[config.mk]
export PLATFORM = sky130hd
export DESIGN_NAME = cdb_broadcast_stage
export DESIGN_NICKNAME = d
export VERILOG_FILES = /design/src/rtl/cdb_broadcast_stage.sv
export SDC_FILE = /design/constraint.sdc
export NUM_CORES = 1
export LEC_CHECK = 0
export ABC_AREA = 1
export CORE_AREA = 2 2 366 368
export CTS_CLUSTER_DIAMETER = 200
export DETAILED_ROUTE_END_ITERATION = 8
export DIE_AREA = 0 0 368 370
export PLACE_DENSITY = 0.44
export REMOVE_ABC_BUFFERS = 1
export SYNTH_ARGS = -nofsm -noshare
export SYNTH_HDL_FRONTEND = slang
export SYNTH_SLANG_ARGS = --single-unit
[constraint.sdc]
create_clock -name clock -period 6.41 [get_ports clock]
set_input_delay 0.641 -clock clock [delete_from_list [all_inputs] [get_ports clock]]
set_output_delay 0.641 -clock clock [all_outputs]
set_load 0.005 [all_outputs]
[src/rtl/cdb_broadcast_stage.sv]
// Completion stage: muxes the two selected FU results onto registered CDB lanes,
// acknowledges captured FUs, counts broadcasts and flags selector protocol errors.
module cdb_broadcast_stage #(
  parameter int FU_SIZE = 20,
  parameter int FU_CAT  = 4,
  parameter int TAG_W   = 5,
  parameter int DATA_W  = 32,
  parameter int CNT_W   = 16
) (
  input  logic                      clock,
  input  logic                      reset,
  input  logic                      squash,
  input  logic                      cdb_ready,
  input  logic [FU_SIZE-1:0]        fu_result_valid,
  input  logic [FU_SIZE*TAG_W-1:0]  fu_result_tag,
  input  logic [FU_SIZE*DATA_W-1:0] fu_result_value,
  input  logic [FU_SIZE-1:0]        fu_result_take_branch,
  input  logic [4:0]                fu_num_0,
  input  logic [4:0]                fu_num_1,
  input  logic [FU_CAT-1:0]         cat_select_0,
  input  logic [FU_CAT-1:0]         cat_select_1,
  output logic [FU_SIZE-1:0]        fu_result_ack,
  output logic                      cdb_valid_0,
  output logic                      cdb_valid_1,
  output logic [TAG_W-1:0]          cdb_tag_0,
  output logic [TAG_W-1:0]          cdb_tag_1,
  output logic [DATA_W-1:0]         cdb_value_0,
  output logic [DATA_W-1:0]         cdb_value_1,
  output logic                      cdb_take_branch_0,
  output logic                      cdb_take_branch_1,
  output logic                      cdb_is_branch_0,
  output logic                      cdb_is_branch_1,
  output logic [CNT_W-1:0]          bcast_count_0,
  output logic [CNT_W-1:0]          bcast_count_1,
  output logic                      protocol_error
);

  // FU slots each selector lane is wired to; the two sets partition 0..19.
  localparam logic [31:0] LANE0_OK = 32'h000A_5A55;
  localparam logic [31:0] LANE1_OK = 32'h0005_A5AA;

  logic [4:0]        num        [2];
  logic [FU_CAT-1:0] sel        [2];
  logic [TAG_W-1:0]  pick_tag   [2];
  logic [DATA_W-1:0] pick_value [2];
  logic [1:0]        pick_valid, pick_tb;
  logic [1:0]        grant, in_range, req, free, cap, multi_hot, bad_slot;
  logic              dup;

  logic [1:0]        valid_q, tb_q, br_q;
  logic [TAG_W-1:0]  tag_q   [2];
  logic [DATA_W-1:0] value_q [2];
  logic [CNT_W-1:0]  count_q [2];
  logic              error_q;

  assign num[0] = fu_num_0;
  assign num[1] = fu_num_1;
  assign sel[0] = cat_select_0;
  assign sel[1] = cat_select_1;

  always_comb begin
    for (int k = 0; k < 2; k++) begin
      pick_valid[k] = 1'b0;
      pick_tb[k]    = 1'b0;
      pick_tag[k]   = '0;
      pick_value[k] = '0;
      for (int i = 0; i < FU_SIZE; i++) begin
        if (int'(num[k]) == i) begin
          pick_valid[k] = fu_result_valid[i];
          pick_tb[k]    = fu_result_take_branch[i];
          pick_tag[k]   = fu_result_tag[i*TAG_W +: TAG_W];
          pick_value[k] = fu_result_value[i*DATA_W +: DATA_W];
        end
      end
    end
  end

  always_comb begin
    for (int k = 0; k < 2; k++) begin
      grant[k]     = |sel[k];
      in_range[k]  = int'(num[k]) < FU_SIZE;
      req[k]       = grant[k] & in_range[k] & pick_valid[k];
      free[k]      = ~valid_q[k] | cdb_ready;
      multi_hot[k] = |(sel[k] & (sel[k] - FU_CAT'(1)));
    end
    bad_slot[0] = grant[0] & ~LANE0_OK[num[0]];
    bad_slot[1] = grant[1] & ~LANE1_OK[num[1]];
    dup    = grant[0] & grant[1] & (num[0] == num[1]);
    cap[0] = req[0] & free[0] & ~squash & ~reset;
    // Duplicate grant: lane 0 owns the FU so it is never captured twice.
    cap[1] = req[1] & free[1] & ~squash & ~reset & ~dup;
  end

  always_comb begin
    fu_result_ack = '0;
    for (int i = 0; i < FU_SIZE; i++) begin
      fu_result_ack[i] = (cap[0] && int'(num[0]) == i) || (cap[1] && int'(num[1]) == i);
    end
  end

  always_ff @(posedge clock or posedge reset) begin
    if (reset) begin
      for (int k = 0; k < 2; k++) begin
        valid_q[k] <= 1'b0;
        tb_q[k]    <= 1'b0;
        br_q[k]    <= 1'b0;
        tag_q[k]   <= '0;
        value_q[k] <= '0;
        count_q[k] <= '0;
      end
      error_q <= 1'b0;
    end else begin
      for (int k = 0; k < 2; k++) begin
        if (valid_q[k] && cdb_ready && !squash && count_q[k] != '1)
          count_q[k] <= count_q[k] + CNT_W'(1);
        if (squash) begin
          valid_q[k] <= 1'b0;
        end else if (cap[k]) begin
          valid_q[k] <= 1'b1;
          tag_q[k]   <= pick_tag[k];
          value_q[k] <= pick_value[k];
          tb_q[k]    <= pick_tb[k];
          br_q[k]    <= sel[k][3];
        end else if (cdb_ready) begin
          valid_q[k] <= 1'b0;
        end
      end
      if (dup || |bad_slot || |multi_hot)
        error_q <= 1'b1;
    end
  end

  assign cdb_valid_0       = valid_q[0];
  assign cdb_valid_1       = valid_q[1];
  assign cdb_tag_0         = tag_q[0];
  assign cdb_tag_1         = tag_q[1];
  assign cdb_value_0       = value_q[0];
  assign cdb_value_1       = value_q[1];
  assign cdb_take_branch_0 = tb_q[0];
  assign cdb_take_branch_1 = tb_q[1];
  assign cdb_is_branch_0   = br_q[0];
  assign cdb_is_branch_1   = br_q[1];
  assign bcast_count_0     = count_q[0];
  assign bcast_count_1     = count_q[1];
  assign protocol_error    = error_q;

endmodule

==> impl_metrics.env <==
export IMPL_antenna_found_initial=76
export IMPL_tns_ns=0
export IMPL_fin_cells=6409
export IMPL_power_frac_comb_pct=49.4
export IMPL_path_cells="clkdlybuf4s50_1 > nor2_4 > inv_1 > nor2_1 > inv_1 > nor2_4 > buf_4 > nand2_1 > nand4_1 > nand2_2 > clkinv_2 > buf_4 > nand2_1 > nand2_1 > clkdlybuf4s50_1"
export IMPL_critPathSlowestCell="nor2_4"
export IMPL_drt_iter0_drc=3106
export IMPL_overflow=0
export IMPL_synth_cell_type_count=38
export IMPL_seq_area_frac_synth_pct=15.5
export IMPL_cp_data_arrival_time_ns=4.66
export IMPL_cts_buffer_depth=2
export IMPL_worstMarginPinSlew_ns=1.06
export IMPL_slew_headroom_pct=28.8
export IMPL_io_buffers=934
export IMPL_dieWidth_um=368
export IMPL_hold_viol_final=0
export IMPL_status="finished, final reports clean"
export IMPL_syn_inst=3735
export IMPL_min_period_ns=5.30
export IMPL_rsz0062_at_grt="false"
export IMPL_drive_above_1_share_pct=6.49
export IMPL_post_route_drc_count=0
export IMPL_slew_violations=0
export IMPL_yosys_warnings=0
export IMPL_num_rows=134
export IMPL_vias_per_cell=4.57
export IMPL_grt_max_degree=60
export IMPL_drv_cap=0
export IMPL_vias=29300
export IMPL_synth_area_top_cells="nand2_1 (36%), dfrtp_1 (15%), nand4_1 (10%)"
export IMPL_critPathMaxStageDelay_ns=0.59
export IMPL_clk_pin_slew_ns=0.07
export IMPL_worst_path_max_fanout=17
export IMPL_setup_violations=0
export IMPL_die_y_um=370
export IMPL_drt_antenna_violating_nets=0
export IMPL_hp_class="reg2reg"
export IMPL_avgSynthCellArea_um2=4.89
export IMPL_skew_ns=0.0135
export IMPL_ir_drop_uv=173
export IMPL_synth_area_um2=18300
export IMPL_powerDensity_nw_per_um2=133
export IMPL_ctsHoldBuffers=0
export IMPL_fp_dieArea_um2=136000
export IMPL_cpMostUsedCell="nand2_1"
export IMPL_dr_pass1_iters=6
export IMPL_cp_buffers_inverters=7
export IMPL_grt_pass1_wl_um=252000
export IMPL_grt_pass1_vias=28000
export IMPL_max_freq_mhz=189
export IMPL_synth_top_area_share_pct=35.7
export IMPL_power_leakage_nw=13.5
export IMPL_post_route_period_util_pct=82.7
export IMPL_power_share_sequential_pct=25.3
export IMPL_cts_resized_gates=0
export IMPL_cell_internal_pwr_mw=2.42
export IMPL_cp_top_family="buffers and inverters"
export IMPL_dp_cells=6345
export IMPL_dp_hpwl_um=154000
export IMPL_start_util_pct=13.8
export IMPL_swShare_pct=40.9
export IMPL_routedWlPerCell_um=30.1
export IMPL_ios=935
export IMPL_finalWirelength_um=193000
export IMPL_critical_path_class="in2out"
export IMPL_synth_top_area_cell="nand2_1"
export IMPL_cts_inserted_buffers=17
export IMPL_total_power_mw=4.09
export IMPL_cts_root_buf="clkbuf_16"
export IMPL_clk_latency_ns=0.51
export IMPL_cts_max_level=4
export IMPL_p_sw_mw=1.67
export IMPL_routabilityCongestion=0.959
export IMPL_cp_end_kind="output pin"
export IMPL_grt_usage_pct=27.2
export IMPL_final_net_count=5402
export IMPL_cts_tree="done"
export IMPL_cts_num_sinks=113
export IMPL_p_clk_share_pct=25.3
export IMPL_startpoint_type="input pin"
export IMPL_design_core_area_um2=132000
export IMPL_ys_seq_elements=113
export IMPL_syn_to_final_growth_pct=67.8
export IMPL_cts_post_setup_buffers_inserted=0
export IMPL_cp_required_ns=5.77
[final cells by class]
cell class,instances,area [um^2]
inverters,443,1670
multi-input cells,2995,13200
clock inverters,12,111
flip-flops and latches,113,2830
fillers,15400,102000
repair buffers,1026,10100
clock buffers,19,443
diodes,33,82.6
well taps,1768,2210
[cells in the final DEF, fill, tap and decap left out, types with 17 or more instances in the layout]
cell type / instances
clkbuf_16: 17
clkdlybuf4s50_1: 934
o21ai_0: 49
xnor2_1: 17
inv_1: 422
nor2_1: 416
a21oi_1: 25
nor3_1: 22
nand2_1: 1735
dfrtp_1: 113
buf_4: 90
or2_2: 115
nand4_1: 299
diode_2: 33
nand3_1: 231
nor2_4: 33
[worst paths after layout]
kind / startpoint / end / slack [ns] / depth (start not counted)
worst max-delay path: fu_num_0[3] / fu_result_ack[5] / 1.11 / 15
worst min-delay path: cdb_tag_1[2] / cdb_tag_1[2] / 0.48 / 2
worst max register to register: valid_q[0] / bcast_count_0[14] / 3.59 / 6
worst min register to register: cdb_tag_1[2] / cdb_tag_1[2] / 0.48 / 2
max in group asynchronous: reset / cdb_value_0[24] / 4.70 / 3
min in group asynchronous: reset / bcast_count_1[12] / 0.66 / 2
[Yosys cell counts, drive strengths merged]
master,instances
inv,441
or2,117
xnor2,17
clkbuf,129
o22ai,4
nor2,453
a211oi,4
nor4,4
a22o,1
o221ai,1
a221oi,1
buf,55
a311oi,1
nand3b,1
nor3b,2
nand3,232
xor2,12
nand2,1740
dfrtp,113
ha,4
a21oi,25
nand4,299
o2111ai,1
clkinv,2
o21ai,51
a31oi,1
o211ai,1
mux2,1
nor3,22
[metal layers]
metal	GRT usage [%]	vias to the layer above	share of wire, %
met5	0	-	0.13
met4	9.22	38	3.2
li1	-	13400	-
met2	44.3	1629	46
met3	7.04	284	8.5
met1	34.7	14000	42
[tightest hold or removal path: cells and delay by family, from the launching register on]
family           cells  cell delay (ns)
flip-flops           1             0.34
AND/OR/NAND/NOR      2             0.10
[logic make-up (layout without fill, tap and decap cells)]
kind of cell             count (synthesis)  in the layout  share of synthesized area (%)
XOR/XNOR                                29             29                           1.39
buffers and inverters                  627           1500                           13.3
multiplexers                             1              1                         0.0617
AO/OA/AOI/OAI                           91             91                           2.70
adder cells (fa/ha/maj)                  4              4                          0.274
other                                    0             33                              0
AND/OR/NAND/NOR                       2870           2870                           66.8
flip-flops                             113            113                           15.5
[power by group through the flow]
stage,combinational (mW),clock [mW],sequential [mW]
final,2.02,1.03,1.03
after global routing,2.14,1.08,1.05
after CTS,2.01,1.08,1.03
after detailed placement,2.00,0,1.04
after global placement,2.00,0,1.04
after floorplan,0.523,0,1.02
[flip-flops by register name (all words and copies together) (netlist names)]
signal / flops
bcast_count_0: 16
bcast_count_1: 16
br_q: 2
cdb_tag_0: 5
cdb_tag_1: 5
cdb_value_0: 32
cdb_value_1: 32
protocol_error: 1
tb_q: 2
valid_q: 2
[through the flow]
stage	hold slack [ns]	area, um^2	worst slack [ns]	utilization, %
2_1_floorplan	0.472	17500	-0.291	-
3_3_place_gp	0.461	30000	1.06	22.7
3_5_place_dp	0.464	30000	1.03	22.7
4_1_cts	0.482	30600	1.02	23.1
5_1_grt	0.495	30600	0.850	23.1
6_report	0.480	30600	1.11	23.1
(Power assumes the default switching activity.)
